--- src/rtl/alu_mul_sequencer.sv ---
// Shift-and-add 8x8 unsigned multiplier that borrows the CPU ALU for each partial-product add.
// Drives ALU opcode/operands and the active-low bus strobes, reading the sum and carry back over bus_in.
module alu_mul_sequencer #(
  parameter int unsigned WIDTH     = 8,
  parameter logic [4:0]  OP_ADD    = 5'b00111,
  parameter logic [4:0]  OP_IDLE   = 5'b00000,
  parameter int unsigned CARRY_BIT = 3
) (
  input  logic                 clk,
  input  logic                 rst_n,
  input  logic                 start,
  input  logic [WIDTH-1:0]     a_in,
  input  logic [WIDTH-1:0]     b_in,
  output logic                 busy,
  output logic                 done,
  output logic [2*WIDTH-1:0]   product,
  output logic [4:0]           opcode,
  output logic [WIDTH-1:0]     reg_a,
  output logic [WIDTH-1:0]     reg_b,
  output logic                 alu_out,
  output logic                 reg_f_out,
  output logic                 reg_f_load,
  input  logic [WIDTH-1:0]     bus_in
);

  typedef enum logic [2:0] {
    S_IDLE,
    S_TEST,
    S_ADD,
    S_FLAGS,
    S_SHIFT,
    S_DONE
  } state_t;

  state_t state, state_nxt;

  logic [WIDTH-1:0] acc_a;
  logic [WIDTH-1:0] p_hi;
  logic [WIDTH-1:0] m;
  logic             carry;
  logic [3:0]       cnt;

  // Right shift of {carry, p_hi, m}; the low 2*WIDTH bits are the new {p_hi, m}.
  logic [2*WIDTH-1:0] shifted;
  assign shifted = {carry, p_hi, m[WIDTH-1:1]};

  always_ff @(posedge clk or negedge rst_n) begin
    if (!rst_n) begin
      state <= S_IDLE;
    end else begin
      state <= state_nxt;
    end
  end

  // product is written on the SHIFT->DONE edge so it is already valid while done is high.
  always_ff @(posedge clk or negedge rst_n) begin
    if (!rst_n) begin
      acc_a   <= '0;
      p_hi    <= '0;
      m       <= '0;
      carry   <= 1'b0;
      cnt     <= '0;
      product <= '0;
    end else begin
      case (state)
        S_IDLE: begin
          if (start) begin
            acc_a <= a_in;
            m     <= b_in;
            p_hi  <= '0;
            carry <= 1'b0;
            cnt   <= 4'd8;
          end
        end
        S_TEST: begin
          if (!m[0]) carry <= 1'b0;
        end
        S_ADD: begin
          p_hi <= bus_in;
        end
        S_FLAGS: begin
          carry <= bus_in[CARRY_BIT];
        end
        S_SHIFT: begin
          {p_hi, m} <= shifted;
          cnt       <= cnt - 4'd1;
          if (cnt == 4'd1) product <= shifted;
        end
        default: ;
      endcase
    end
  end

  always_comb begin
    state_nxt  = state;
    busy       = (state != S_IDLE);
    done       = 1'b0;
    opcode     = OP_IDLE;
    reg_a      = '0;
    reg_b      = '0;
    alu_out    = 1'b1;
    reg_f_out  = 1'b1;
    reg_f_load = 1'b0;
    case (state)
      S_IDLE: begin
        if (start) state_nxt = S_TEST;
      end
      S_TEST: begin
        state_nxt = m[0] ? S_ADD : S_SHIFT;
      end
      S_ADD: begin
        opcode     = OP_ADD;
        reg_a      = p_hi;
        reg_b      = acc_a;
        alu_out    = 1'b0;
        reg_f_load = 1'b1;
        state_nxt  = S_FLAGS;
      end
      S_FLAGS: begin
        opcode    = OP_ADD;
        reg_f_out = 1'b0;
        state_nxt = S_SHIFT;
      end
      S_SHIFT: begin
        state_nxt = (cnt == 4'd1) ? S_DONE : S_TEST;
      end
      S_DONE: begin
        done      = 1'b1;
        state_nxt = S_IDLE;
      end
      default: state_nxt = S_IDLE;
    endcase
  end

endmodule

--- config.mk ---
export PLATFORM = sky130hd
export DESIGN_NAME = alu_mul_sequencer
export DESIGN_NICKNAME = d
export VERILOG_FILES = /design/src/rtl/alu_mul_sequencer.sv
export SDC_FILE = /design/constraint.sdc
export NUM_CORES = 1
export LEC_CHECK = 0
export CAP_MARGIN = 20
export CORE_MARGIN = 2
export CORE_UTILIZATION = 45
export DETAILED_ROUTE_END_ITERATION = 10
export GPL_ROUTABILITY_DRIVEN = 0
export HOLD_SLACK_MARGIN = 0.06
export PLACE_DENSITY = 0.74
export SLEW_MARGIN = 25
export SYNTH_ARGS = -nofsm -noshare
export SYNTH_HDL_FRONTEND = slang
export SYNTH_SLANG_ARGS = --single-unit
--- constraint.sdc ---
create_clock -name clk -period 2.2 [get_ports clk]
set_input_delay 0.33 -clock clk [delete_from_list [all_inputs] [get_ports clk]]
set_output_delay 0.33 -clock clk [all_outputs]
set_load 0.01 [all_outputs]
Word-level counts from Yosys, hierarchy flattened
Index checks and enable logic that the tools add are counted.
- add/subtract/negate cells: 1
- multipliers: 0
- div/mod/pow operators: 0
- order comparisons: 0
- eq/ne operators: 8
- shift operators: 0
- multiplexer cells: 20
- bitwise operators: 0
- reduce and logical (&&, ||, !) cells: 11
- operators by type and width (operator ; number):
    2-to-1 mux 8 bit ; 4
    one-hot mux 8 bit (3 select lines) ; 1
    one-hot mux 8 bit (2 select lines) ; 1
    one-hot mux 3 bit (5 select lines) ; 1
    2-to-1 mux 3 bit ; 4
    nonzero test 3 bit ; 3
    one-hot mux 4 bit (2 select lines) ; 1
    AND reduction 2 bit ; 4
    equality test 3 x 2 -> 1 bit (second input constant) ; 2
    equality test 3 bit (second input constant) ; 2
    2-to-1 mux 1 bit ; 6
    equality test 4 x 1 -> 1 bit (second input constant) ; 1
    2-to-1 mux 4 bit ; 1
    inequality test 2 bit (second input constant) ; 2
    subtractor 4 x 1 -> 4 bit (second input constant) ; 1
    equality test 3 x 1 -> 1 bit (second input constant) ; 1
    logical NOT 3 bit ; 1
    one-hot mux 1 bit (3 select lines) ; 1
    AND reduction 3 bit ; 1
    nonzero test 2 bit ; 1
    OR reduction 2 bit ; 1
- register bits after elaboration: 48
- bits in latches: 0
- RAM bits: 0
- ROM bits: 0
- bits of input ports: 27
- output and inout bits: 42
- logic and storage cells: 47
- memories: 0

Logic depth before layout (Yosys ltp)
- depth after elaboration: 3
- mapped depth: 6
- mapped depth without buffers: 5

Worst setup path before layout
Ideal clock, no wire load.
- kind: register -> output
- start point: register state[2]
- end point: output reg_a[7]
- arrival time: 1.371 ns
- required time: 1.870 ns
- setup slack: 0.499 ns
- cell stages (with the launch flop): 7
- path buffers: 3
- path through: dfrtp_1 buf_4 nor2b_4 nor2b_1 buf_4 clkbuf_1 and2_1
- word-level cells in the longest chain between the ends: 2
- RTL lines (item ; RTL line ; text):
    from (decl) ; 35 ; state_t state, state_nxt;
    from (signal assigned) ; 51 ; state <= state_nxt;
    equality test 3 x 2 -> 1 bit ; 104 ; case (state)
    2-to-1 mux 8 bit ; 104 ;
    to (decl) ; 18 ; output logic [WIDTH-1:0] reg_a,
No other way between the ends.

Final worst setup path
- start point: register state[2]
- end point: output alu_out
- word-level cells in the longest chain between the ends: 2
- RTL lines (item ; RTL line ; text):
    equality test 3 x 2 -> 1 bit ; 104 ;
    2-to-1 mux 1 bit ; 104 ;
    to (decl) ; 20 ; output logic alu_out,
No other way between the ends.

==> impl_metrics.py <==
metrics = {
    "power": {
        "internal_power_w": 0.00249,
        "pwr-share-seq_pct": 38.9,
        "power.net_switching_w": 0.00136,
        "power.share.clock_pct": 13.9,
        "power_density_nw_per_um2": 1200,
        "sw_frac_of_total_pct": 35.3,
        "vdd.ir_drop.worst_uv": 663,
        "leakagePower_nw": 1.69,
        "pwr-share-comb_pct": 47.2,
    },
    "worst_setup_path": {
        "critical_path.startpoint_type": "register",
        "crit_path_cell_trace": "nor2b_4, nor2b_4, buf_6, buf_4, inv_1, clkdlybuf4s50_1",
        "slowest_stage": "sky130_fd_sc_hd__clkdlybuf4s50_1",
        "critPathCaptureType": "primary output",
        "critPathMaxFanout": 8,
        "max_stage_delay_on_crit_path_ns": 0.46,
        "worst_path_most_repeated_cell": "sky130_fd_sc_hd__nor2b_4",
        "cp_data_required_time_ns": 1.87,
        "crit_type": "register to primary output",
        "cp.arrival_ns": 1.80,
        "cp_top_family": "buffers and inverters",
        "path_buf_inv": 4,
    },
    "global_routing": {
        "grt_first_pass_wirelength_um": 8270,
        "first_global_vias": 1629,
        "grt_overflow_total": 0,
        "initial_antenna_violation_count": 0,
        "grt_util_all_layers_pct": 19.8,
        "grt_start_max_net_pins": 26,
    },
    "drt": {
        "drt_pre_antenna_iters": 4,
        "routed-wl-met3_um": 244,
        "met2WireLength_um": 2400,
        "drc": 0,
        "post_drt_wl_per_cell_um": 15.3,
        "route.top_layer_used": "met4",
        "antenna_violating_nets_post_route": 0,
        "routed_via_count": 1749,
        "drt_wl_total_um": 5090,
        "initialDrtViolationCount": 81,
        "m1WireLength_um": 2380,
        "vias_per_cell": 5.27,
    },
    "layout": {
        "layout-drive-gt1-share_pct": 21.5,
        "final_util_pct": 67.1,
        "antenna_cells_inserted": 0,
        "areaGrowthSynthToFinish_pct": 42.0,
        "nets": 293,
        "finish.cell_count_without_fillers": 332,
        "fillerInstances": 390,
    },
    "sta": {
        "drv_slew": 0,
        "timing.fmax_mhz": 470,
        "report.final.hold_viol_count": 0,
        "setup-violations-final": 0,
        "worstMarginPinSlew_ns": 0.557,
        "clock-skew-final_ns": 0.00580,
        "max_slew_margin_pct": 62.9,
        "min_period_over_period_pct": 96.6,
        "setup-tns-final_ns": 0,
        "postLayoutSetupSlackWorst_ns": 0.0741,
        "fin_crit_ns": 2.13,
        "rsz_0062_raised_after_global_routing": "yes",
        "worst_hold_margin_ns": 0.486,
    },
    "logic_synthesis": {
        "yosys-mux-area-fraction_pct": 12.4,
        "synthDistinctLibCells": 35,
        "dominant_combinational_cell_family_by_area_after_synthesis": "simple AND/OR/NAND/NOR gates",
        "synth.ff_latch_count": 48,
        "ys_warn_count": 0,
        "compound_cell_area_share_of_the_yosys_netlist_pct": 13.4,
        "synth_area_um2": 2260,
        "synthCells": 188,
        "synth-simple-area-share_pct": 14.5,
        "post_synth_xor_area_fraction_pct": 0,
        "synth_fa_ha_area_share_pct": 1.11,
        "sequential_to_total_area_share_from_yosys_stat_pct": 53.1,
        "synth_area_per_cell_um2": 12.0,
    },
    "place": {
        "detailedPlacementHpwl_um": 3370,
        "post-place-cells": 317,
        "place_ws_ns": 0.181,
        "buffer_ports.inserted": 66,
    },
    "cts": {
        "cts-buffers-inserted": 5,
        "worstSkewPairLatency_ns": 0.30,
        "tritoncts": "built",
        "clkSlewWorstSetupHoldPaths_ns": 0.08,
        "ctsHtreeMaxLevel": 2,
        "clockBufferDepth": 2,
        "cts.root.buffer_cell": "sky130_fd_sc_hd__clkbuf_8",
        "tritoncts_num_sinks": 48,
    },
    "die": {
        "dieHeight_um": 74.9,
        "fp-row-count": 25,
        "die_width_um": 74.9,
        "design.die.area_um2": 5610,
        "initial_utilization_pct": 47.3,
        "io-pin-count": 69,
        "core_area_um2": 4790,
    },
    "hold_path": {
        "timing.hold.worst.class": "register to register",
    },
    "flow_run": {
        "timing.max_cap.violations": 0,
    },
    "outcome": {
        "outcome": "completed",
    },
}
-- stage by stage --
stage	power, W	area [um^2]
finish	0.00385	3210
global route	0.00412	3210
CTS	0.00389	3170
detailed placement	0.00325	3010
global placement	0.00321	3010
floorplan	0.00253	2270
-- cell usage after synthesis, drive strengths merged --
cell type  instances  area [um^2]
nand2              3         11.3
o31ai              1         12.5
a21oi             10         50.1
inv                6         22.5
nor4               1         6.26
and2              16          100
nand3b             1         7.51
o22ai             14         87.6
dfrtp             48         1200
nand4              1         21.3
buf               10         71.3
nor3b              1         7.51
nor4b              3         41.3
a22o               2         17.5
mux2              24          270
conb               1         3.75
o221a              1         11.3
a221o              8         80.1
nor2               5         26.3
o2bb2ai            2         17.5
a21o               1         7.51
nor2b              4         32.5
o21ai              4         20.0
ha                 2         25.0
nand2b             1         6.26
mux2i              1         10.0
clkbuf             7         26.3
or3b               2         17.5
and3               8         50.1
-- placed cells by master (no fill, tap or decap), types with 3 or more instances in the layout --
| cell type | netlist | final |
|---|---|---|
| sky130_fd_sc_hd__nor2_1 | 4 | 4 |
| sky130_fd_sc_hd__dlymetal6s2s_1 | 0 | 15 |
| sky130_fd_sc_hd__clkbuf_8 | 0 | 6 |
| sky130_fd_sc_hd__dfrtp_1 | 48 | 48 |
| sky130_fd_sc_hd__o22ai_1 | 14 | 14 |
| sky130_fd_sc_hd__nand2_1 | 3 | 3 |
| sky130_fd_sc_hd__o21ai_0 | 4 | 4 |
| sky130_fd_sc_hd__a21oi_1 | 10 | 10 |
| sky130_fd_sc_hd__buf_4 | 6 | 13 |
| sky130_fd_sc_hd__a221o_1 | 8 | 8 |
| sky130_fd_sc_hd__buf_6 | 1 | 4 |
| sky130_fd_sc_hd__and2_1 | 16 | 16 |
| sky130_fd_sc_hd__inv_1 | 6 | 6 |
| sky130_fd_sc_hd__and3_1 | 8 | 8 |
| sky130_fd_sc_hd__mux2_2 | 24 | 24 |
| sky130_fd_sc_hd__clkdlybuf4s50_1 | 0 | 48 |
-- power by group through the flow --
stage               registers [W]  logic, W  clock network [W]
floorplan                 0.00148   0.00106                  0
global placement          0.00149   0.00171                  0
detailed placement        0.00150   0.00175                  0
CTS                       0.00149   0.00184           0.000550
global route              0.00155   0.00198           0.000591
finish                    0.00150   0.00181           0.000536
-- registers in the layout, indices dropped and copies added (netlist names) --
name     cells
acc_a        8
carry        1
cnt          4
m            8
p_hi         8
product     16
state        3
-- per-layer routing --
metal / track usage [%] / vias up
met5: 0 / -
met4: 5.36 / 0
met3: 4.69 / 8
met2: 28.9 / 50
met1: 29.8 / 866
li1: - / 825
-- area by class of cell --
type                            count  area, um^2  area share (%)
Inverter                            6        22.5           0.701
Clock buffer                        8        90.1            2.80
Sequential cell                    48        1200            37.4
Timing Repair Buffer               85         863            26.9
Tap cell                           67        83.8            2.61
Multi-Input combinational cell    118         952            29.6
-- cells by family (layout without fill, tap and decap cells) --
group / Yosys count / count (layout)
flip-flops: 48 / 48
AND/OR/NAND/NOR: 46 / 46
AO/OA/AOI/OAI: 43 / 43
multiplexers: 25 / 25
buffers and inverters: 23 / 99
adder cells (fa/ha/maj): 2 / 2
other: 1 / 2
-- worst paths after layout --
path / startpoint / end / slack (ns) / cells past startpoint
min: cnt[3]$_DFFE_PN0P_ / cnt[3]$_DFFE_PN0P_ / 0.49 / 1
min in group asynchronous: rst_n / state[0]$_DFFE_PN0P_ / 0.55 / 2
max: state[2]$_DFFE_PN0P_ / alu_out / 0.07 / 6
min reg2reg: cnt[3]$_DFFE_PN0P_ / cnt[3]$_DFFE_PN0P_ / 0.49 / 1
max in group asynchronous: rst_n / acc_a[2]$_DFFE_PN0P_ / 1.14 / 3
max reg2reg: state[0]$_DFFE_PN0P_ / product[13]$_DFFE_PN0P_ / 0.43 / 4
-- what timing repair did --
action | CTS | global route
hold buffers | 1 | 0
endpoints found under the hold margin | 23 | 0
cloned | 2 | 0
setup buffers | 4 | 0
gates resized for setup | 8 | 17
setup endpoints to repair | 17 | 16
Note: power is estimated with default switching activity, not from simulation.
